### config.mk
export PLATFORM = sky130hd
export DESIGN_NAME = div64x32
export DESIGN_NICKNAME = d
export VERILOG_FILES = /design/src/rtl/div64x32.sv
export SDC_FILE = /design/constraint.sdc
export NUM_CORES = 1
export LEC_CHECK = 0
export ABC_AREA = 1
export CAP_MARGIN = 20
export CORE_ASPECT_RATIO = 0.5
export CORE_UTILIZATION = 46
export CTS_CLUSTER_SIZE = 8
export DETAILED_ROUTE_END_ITERATION = 10
export HOLD_SLACK_MARGIN = 0.03
export PLACE_DENSITY = 0.78
export SYNTH_ARGS = -nofsm -noshare
export SYNTH_HDL_FRONTEND = slang
export SYNTH_SLANG_ARGS = --single-unit
### constraint.sdc
create_clock -name clk -period 6 [get_ports clk]
set_input_delay 0.6 -clock clk [delete_from_list [all_inputs] [get_ports clk]]
set_output_delay 0.6 -clock clk [all_outputs]
set_load 0.005 [all_outputs]
### src/rtl/div64x32.sv
// Sequential unsigned 64/32 restoring divider, STEPS_PER_CYCLE quotient bits per clock, start/busy handshake.
// Optional DIV_ZERO_SKIP_EN: a zero dividend finishes on the sampling edge instead of running CALC.
module div64x32 #(
    parameter int STEPS_PER_CYCLE = 1
) (
    input  logic        clk,
    input  logic        reset,
    input  logic        start,
    input  logic [63:0] dividend,
    input  logic [31:0] divisor,
    output logic        busy,
    output logic [31:0] quotient,
    output logic [31:0] remainder,
    output logic        div_by_zero,
    output logic        overflow
);

    localparam int ITER = 32 / STEPS_PER_CYCLE;
    localparam int CW   = $clog2(ITER);

    typedef enum logic {IDLE, CALC} state_t;

    state_t        state;
    logic [31:0]   prem;
    logic [31:0]   shreg;
    logic [31:0]   dvs;
    logic [CW-1:0] cnt;
    logic [31:0]   step_rem;
    logic [31:0]   step_sh;
    logic [32:0]   trial;
    logic          skip_zero;

`ifdef DIV_ZERO_SKIP_EN
    assign skip_zero = (dividend == 64'd0);
`else
    assign skip_zero = 1'b0;
`endif

    // shreg shifts dividend bits out at the top while quotient bits enter at the bottom;
    // the trial value is 33 bits because the shifted partial remainder can exceed 2^32-1
    always_comb begin
        step_rem = prem;
        step_sh  = shreg;
        trial    = '0;
        for (int i = 0; i < STEPS_PER_CYCLE; i++) begin
            trial   = {step_rem, step_sh[31]};
            step_sh = {step_sh[30:0], 1'b0};
            if (trial >= {1'b0, dvs}) begin
                trial      = trial - {1'b0, dvs};
                step_sh[0] = 1'b1;
            end
            step_rem = trial[31:0];
        end
    end

    always_ff @(posedge clk or posedge reset) begin
        if (reset) begin
            state       <= IDLE;
            busy        <= 1'b0;
            quotient    <= '0;
            remainder   <= '0;
            div_by_zero <= 1'b0;
            overflow    <= 1'b0;
            prem        <= '0;
            shreg       <= '0;
            dvs         <= '0;
            cnt         <= '0;
        end else begin
            case (state)
                IDLE: begin
                    if (start) begin
                        div_by_zero <= 1'b0;
                        overflow    <= 1'b0;
                        dvs         <= divisor;
                        if (divisor == 32'd0) begin
                            quotient    <= '1;
                            remainder   <= dividend[31:0];
                            div_by_zero <= 1'b1;
                        end else if (dividend[63:32] >= divisor) begin
                            quotient  <= '1;
                            remainder <= '0;
                            overflow  <= 1'b1;
                        end else if (skip_zero) begin
                            quotient  <= '0;
                            remainder <= '0;
                        end else begin
                            prem  <= dividend[63:32];
                            shreg <= dividend[31:0];
                            cnt   <= CW'(ITER - 1);
                            busy  <= 1'b1;
                            state <= CALC;
                        end
                    end
                end
                CALC: begin
                    prem  <= step_rem;
                    shreg <= step_sh;
                    cnt   <= cnt - CW'(1);
                    if (cnt == '0) begin
                        quotient  <= step_sh;
                        remainder <= step_rem;
                        busy      <= 1'b0;
                        state     <= IDLE;
                    end
                end
                default: state <= IDLE;
            endcase
        end
    end

endmodule

==> impl_metrics.csv, run 1 <==
group,metric,value,unit
timing,tightestPinTransition,986,ps
setup_path,crit_buf_inv,2,
final_layout,multiInputGateArea,0.00626,mm2
final_layout,syn_to_final_growth,20.0,%
worst_hold_path,worstHoldPathType,"flop to flop",
logic_synthesis,ys_warn_count,0,
clock_tree,worstSkewPairLatency,450,ps
global_routing,use_met1,39.1,%
timing,fin_skew,13.7,ps
setup_path,arrival,4250,ps
setup_path,cp-startpoint,"divisor[1]",
timing,setup_viol,0,
timing,drv_slew,0,
timing,fin_setup_tns,0,ps
job,drv_cap,0,
clock_tree,post_cts_buffers,0,
setup_path,crit_top_cell,"nand2_1",
setup_path,criticalPathCategory,"input port to flop",
logic_synthesis,synth_nets,1892,
global_routing,antenna_found_initial,0,
final_layout,final_common_cell,"nand2_1",
setup_path,critical_path.cell_chain,"clkdlybuf4s50_1 > inv_1 > ha_1 > a21oi_1 > o21ai_0 > nand2_1 > nand2_1 > nand2_1 > nand2_1 > nand2_1 > nand3_1 > nand2_2 > nand2_4 > nand2_1 > nand2_1",
logic_synthesis,syn_inst,1726,
clock_tree,cts_resized,0,
die,pin_count,166,
logic_synthesis,ys_top_cells_by_area,"dfrtp_1, nand2_1, nand3_1",
global_routing,grt_use_met2,41.6,%
timing,relSlewSlack,34.3,%
timing,fmax,259,MHz
die,fp.dieW,228,um
timing,whs,492,ps
final_layout,nNetsFinal,2013,
setup_path,reg2reg_from,"prem[27]$_DFFE_PP0P_",
logic_synthesis,synth_xor_xnor_area_share,1.04,%
route,drtIter0Drc,1410,
logic_synthesis,avgSynthCellArea,6.83,um2
route,vias_per_cell,5.24,
outcome,status,"finished clean",
placed_design,gp_congestion,0.951,
die,die_h,115,um
logic_synthesis,synth.largest_area_cell,"dfrtp_1",
logic_synthesis,ys_types,39,
final_layout,drive_gt1_share,5.86,%
clock_tree,cts.root.buffer_cell,"clkbuf_16",
setup_path,crit_path_end_kind,"flop",
placed_design,hpwl,25.6,mm
global_routing,grt_pass1_vias,10600,
setup_path,reg2reg_depth,12,
timing,timing.final.crit_share,64.4,%
route,route.vias.total,11500,
final_layout,n_antenna_cell,0,
logic_synthesis,seq_area_frac_synth,35.9,%
global_routing,grt_max_degree,102,
clock_tree,clk_pin_slew_worst_paths,70,ps
global_routing,track_usage,27.3,%
timing,period_needed,3860,ps
clock_tree,cts_max_path_buffers,2,
setup_path,crit_path_start_kind,"input port",
timing,hold_violations,0,
setup_path,cpLargestDelayFamily,"simple AND/OR/NAND/NOR gates",
logic_synthesis,synth_compound_area_share,6.36,%
power_and_ir_drop,leakage,7.32,nW
final_layout,fillers,2307,
clock_tree,clock_sinks,169,
global_routing,use_met3,6.75,%
logic_synthesis,yosys.area.top_type_share,35.9,%
clock_tree,cts_buffers,17,
placed_design,io_buffers,165,
clock_tree,cts_tree,"done",
route,drc_errors,0,
clock_tree,cts_htree_levels,4,
global_routing,grt_overflow,0,
timing,rsz0062_at_grt,"no",
die,initial_core_util,48.0,%
die,core_area,0.0246,mm2
placed_design,post-place-ws,1760,ps
worst_hold_path,hold_start,"cnt[1]$_DFFE_PP0P_",
setup_path,cpPeakStageDelay,830,ps
logic_synthesis,ys_seq_elements,169,
route,first_pass_iters,5,
timing,setup_slack,2140,ps
die,rows,40,
logic_synthesis,mappedNetlistArea,0.0118,mm2
clock_tree,ctsHoldBuffers,0,
die,die_area,0.0263,mm2
global_routing,top_usage_layer,"met2",
global_routing,grt_pass1_wl,56.2,mm
final_layout,final_cell_mix,"nand2_1, inv_1, nand3_1",
setup_path,crit_slowest_cell,"nand2_4",
route,wl_per_cell,16.0,um
logic_synthesis,yosys.area_share.adder,7.17,%
power_and_ir_drop,powerDensity,645,mW/mm2
power_and_ir_drop,power,9.12,mW
route,drt_wl_total,35.2,mm
logic_synthesis,synth_top_family_by_area,"simple AND/OR/NAND/NOR gates",
power_and_ir_drop,max-vdd-ir-drop,286,uV
logic_synthesis,synth-simple-area-share,38.4,%
final_layout,regArea,0.00423,mm2
route,final_antenna_net_count,0,
logic_synthesis,synthMuxAreaShare,0,%
setup_path,required,6390,ps
setup_path,path_max_fanout,64,
worst_hold_path,holdPathStages,1,
setup_path,crit_cells,15,
worst paths after layout:
path | to | slack, ps
max | remainder[17]$_DFFE_PP0P_ | 2140
min | cnt[1]$_DFFE_PP0P_ | 490
max reg2reg | remainder[20]$_DFFE_PP0P_ | 2950
min reg2reg | cnt[1]$_DFFE_PP0P_ | 490
max in group asynchronous | shreg[17]$_DFFE_PP0P_ | 4200
min in group asynchronous | shreg[5]$_DFFE_PP0P_ | 670
final cells by class:
type / count / share of cell area, %
Timing Repair Buffer: 173 / 12.2
Clock buffer: 22 / 3.42
Multi-Input combinational cell: 1245 / 44.2
Clock inverter: 10 / 0.831
Inverter: 241 / 6.43
Sequential cell: 169 / 29.9
Tap cell: 336 / 2.97
power by group:
part	internal [mW]	switching, mW
combinational	2.17	3.79
clock	0.657	0.482
sequential	1.71	0.314
worst reg2reg max path, delay by kind of cell, from the launching register on:
family | cells | cell delay [ps]
adders and majority gates | 1 | 420
DFF | 1 | 410
AOI/OAI and AO/OA | 2 | 320
and+or+nand+nor | 9 | 1790
layer usage:
metal / wire length [um] / part of all wire [%] / vias to the layer above
li1: - / - / 5715
met2: 15100 / 43 / 428
met3: 2910 / 8.3 / 42
met5: 0 / 0 / -
met4: 454 / 1.3 / 0
met1: 16700 / 48 / 5325
stage by stage:
stage / utilization (%) / area, um2 / cells
3_5_place_dp: 55.0 / 13500 / 2163
2_1_floorplan: - / 11800 / 1726
4_1_cts: 57.5 / 14100 / 2195
5_1_grt: 57.6 / 14200 / 2196
3_3_place_gp: 55.0 / 13500 / 2163
6_report: 57.6 / 14200 / 2196
synthesized netlist by cell type (all sizes together):
master	count
o21a	3
nand2	585
or2	2
and2	8
buf	42
nand3	204
a21o	2
fa	1
nand4	54
xor2	13
dfrtp	169
ha	66
clkbuf	29
o21ai	98
inv	241
o21bai	4
xnor2	1
a22o	1
a21oi	35
nor2	152
nor3b	1
o211ai	1
nor3	14
flip-flops by register name, summed over array words and instances, names as in the netlist:
name / count
busy: 1
cnt: 5
div_by_zero: 1
dvs: 32
overflow: 1
prem: 32
quotient: 32
remainder: 32
shreg: 32
state: 1
cells by family after synthesis:
logic type      Yosys count
compound gates          144
xor+xnor                 14
fa+ha+maj                67
simple gates           1020
flops                   169
buf+inv                 312
(Power assumes the default switching activity.)
==> run 2: changes to the inputs <==
- PLACE_DENSITY: 0.78 -> 0.81
- clock period: 6 -> 3.18 ns (I/O delays scaled with it)
==> run 2 against run 1 <==
Wire length is 0.34% higher. Die area stayed put. Clock-buffer cell count is 2 lower. Clock skew is 1.3 ps lower. Via count is 1.1% higher. Non-clock buffer count is 20 higher.
==> impl_metrics.csv, run 2 (same netlist as run 1, synthesis figures left out) <==
group,metric,value,unit
timing,setup_viol,0,
setup_path,required,3570,ps
power_and_ir_drop,power,17.3,mW
route,route.vias.total,11600,
power_and_ir_drop,powerDensity,1210,mW/mm2
setup_path,criticalPathCategory,"flop to flop",
final_layout,stdcell_count,2216,
timing,fmax,367,MHz
clock_tree,cts_resized,0,
clock_tree,cts_max_path_buffers,2,
final_layout,final_cell_mix,"nand2_1, inv_1, nand3_1",
clock_tree,cts_htree_levels,4,
global_routing,grt_max_degree,78,
clock_tree,worstSkewPairLatency,450,ps
power_and_ir_drop,max-vdd-ir-drop,632,uV
placed_design,gp_congestion,0.967,
clock_tree,ctsHoldBuffers,0,
timing,period_needed,2730,ps
route,drt_wl_total,35.3,mm
setup_path,reg2reg_depth,11,
setup_path,crit_path_end_kind,"flop",
clock_tree,cts.root.buffer_cell,"clkbuf_16",
worst_hold_path,worstHoldPathType,"input port to async pin",
route,first_pass_iters,6,
final_layout,syn_to_final_growth,21.8,%
placed_design,hpwl,27.0,mm
route,drtIter0Drc,1329,
route,vias_per_cell,5.25,
placed_design,io_buffers,165,
timing,hold_violations,0,
route,drc_errors,0,
timing,rsz0062_at_grt,"no",
timing,tightestPinTransition,784,ps
die,die_h,115,um
setup_path,arrival,3120,ps
die,core_area,0.0246,mm2
route,wl_per_cell,15.9,um
global_routing,antenna_found_initial,1,
global_routing,grt_overflow,0,
setup_path,crit_path_start_kind,"flop",
global_routing,grt_pass1_vias,11000,
setup_path,reg2reg_from,"prem[18]$_DFFE_PP0P_",
global_routing,track_usage,27.7,%
die,pin_count,166,
timing,fin_setup_tns,0,ps
placed_design,place_area,0.0138,mm2
timing,timing.final.crit_share,85.8,%
job,drv_cap,0,
setup_path,r2r_end,"remainder[28]$_DFFE_PP0P_",
final_layout,final_common_cell,"nand2_1",
timing,drv_slew,0,
clock_tree,cts_tree,"done",
final_layout,nNetsFinal,2033,
setup_path,path_max_fanout,34,
die,initial_core_util,48.0,%
clock_tree,clock_sinks,169,
timing,relSlewSlack,47.6,%
clock_tree,cts_buffers,17,
placed_design,dp.cells,2184,
final_layout,final_area,0.0144,mm2
die,rows,40,
global_routing,grt_pass1_wl,57.4,mm
power_and_ir_drop,leakage,7.44,nW
clock_tree,post_cts_buffers,0,
die,die_area,0.0263,mm2
final_layout,drive_gt1_share,6.87,%
route,final_antenna_net_count,0,
setup_path,rrSetupSlack,450,ps
die,fp.dieW,228,um
outcome,status,"finished clean",
timing,fin_skew,12.4,ps
clock_tree,clk_pin_slew_worst_paths,70,ps
==> run 2: changes by cell type in the layout (fill, tap and decap cells not counted), sizes merged <==
cell	before	now
clkinvlp	4	3
diode	0	1
clkinv	5	7
buf	8	28
clkbuf	22	20
==> run 2: worst max path at each step <==
stage                                end                 start  slack, ps
4_1_cts        remainder[28]$_DFFE_PP0P_  prem[18]$_DFFE_PP0P_        510
3_5_place_dp    quotient[12]$_DFFE_PP0P_           divisor[30]        220
2_1_floorplan           busy$_DFFE_PP0P_                 reset        710
3_3_place_gp    quotient[31]$_DFFE_PP0P_           divisor[30]        280
5_1_grt        remainder[20]$_DFFE_PP0P_   prem[4]$_DFFE_PP0P_        310
6_report       remainder[28]$_DFFE_PP0P_  prem[18]$_DFFE_PP0P_        450
==> run 2: final cells by class <==
type / count / area (um2)
fill: 2252 / 10200
multi-input combinational: 1245 / 6260
sequential: 169 / 4230
timing repair buffer: 193 / 1950
inverter: 241 / 910
clock buffer: 20 / 467
tap: 336 / 420
clock inverter: 11 / 121
antenna: 1 / 2.50
==> run 2: stage by stage <==
stage	utilization [%]	setup slack [ps]	hold slack, ps
final	58.4	453	363
after global routing	58.4	308	431
after CTS	58.4	509	369
after detailed placement	56.0	218	480
after global placement	56.0	279	474
after floorplan	-	707	439
==> run 2: power by group <==
group          total (mW)  leakage (nW)  switching [mW]  internal [mW]
clock                2.12         0.288           0.910           1.21
sequential           3.85          2.02           0.619           3.23
combinational        11.4          5.12            7.14           4.21
==> run 2: layer usage <==
layer / track usage [%] / up-vias / share of wire (%)
li1: - / 5751 / -
met1: 39.8 / 5364 / 48
met2: 41.8 / 459 / 42
met3: 6.05 / 62 / 8.3
met4: 8.55 / 0 / 2.2
met5: 0 / - / 0
==> run 2: worst max-delay path, cell delays in order (launching register included) <==
cell and delay, ps:
dfrtp_1 410, ha_1 410, nand2_1 170, nor2_1 160, inv_1 80, nor2_1 210, nand3_4 330, nand2_8 410
nand3_1 210, nand3_1 140, nand2_1 60, nand2_1 60
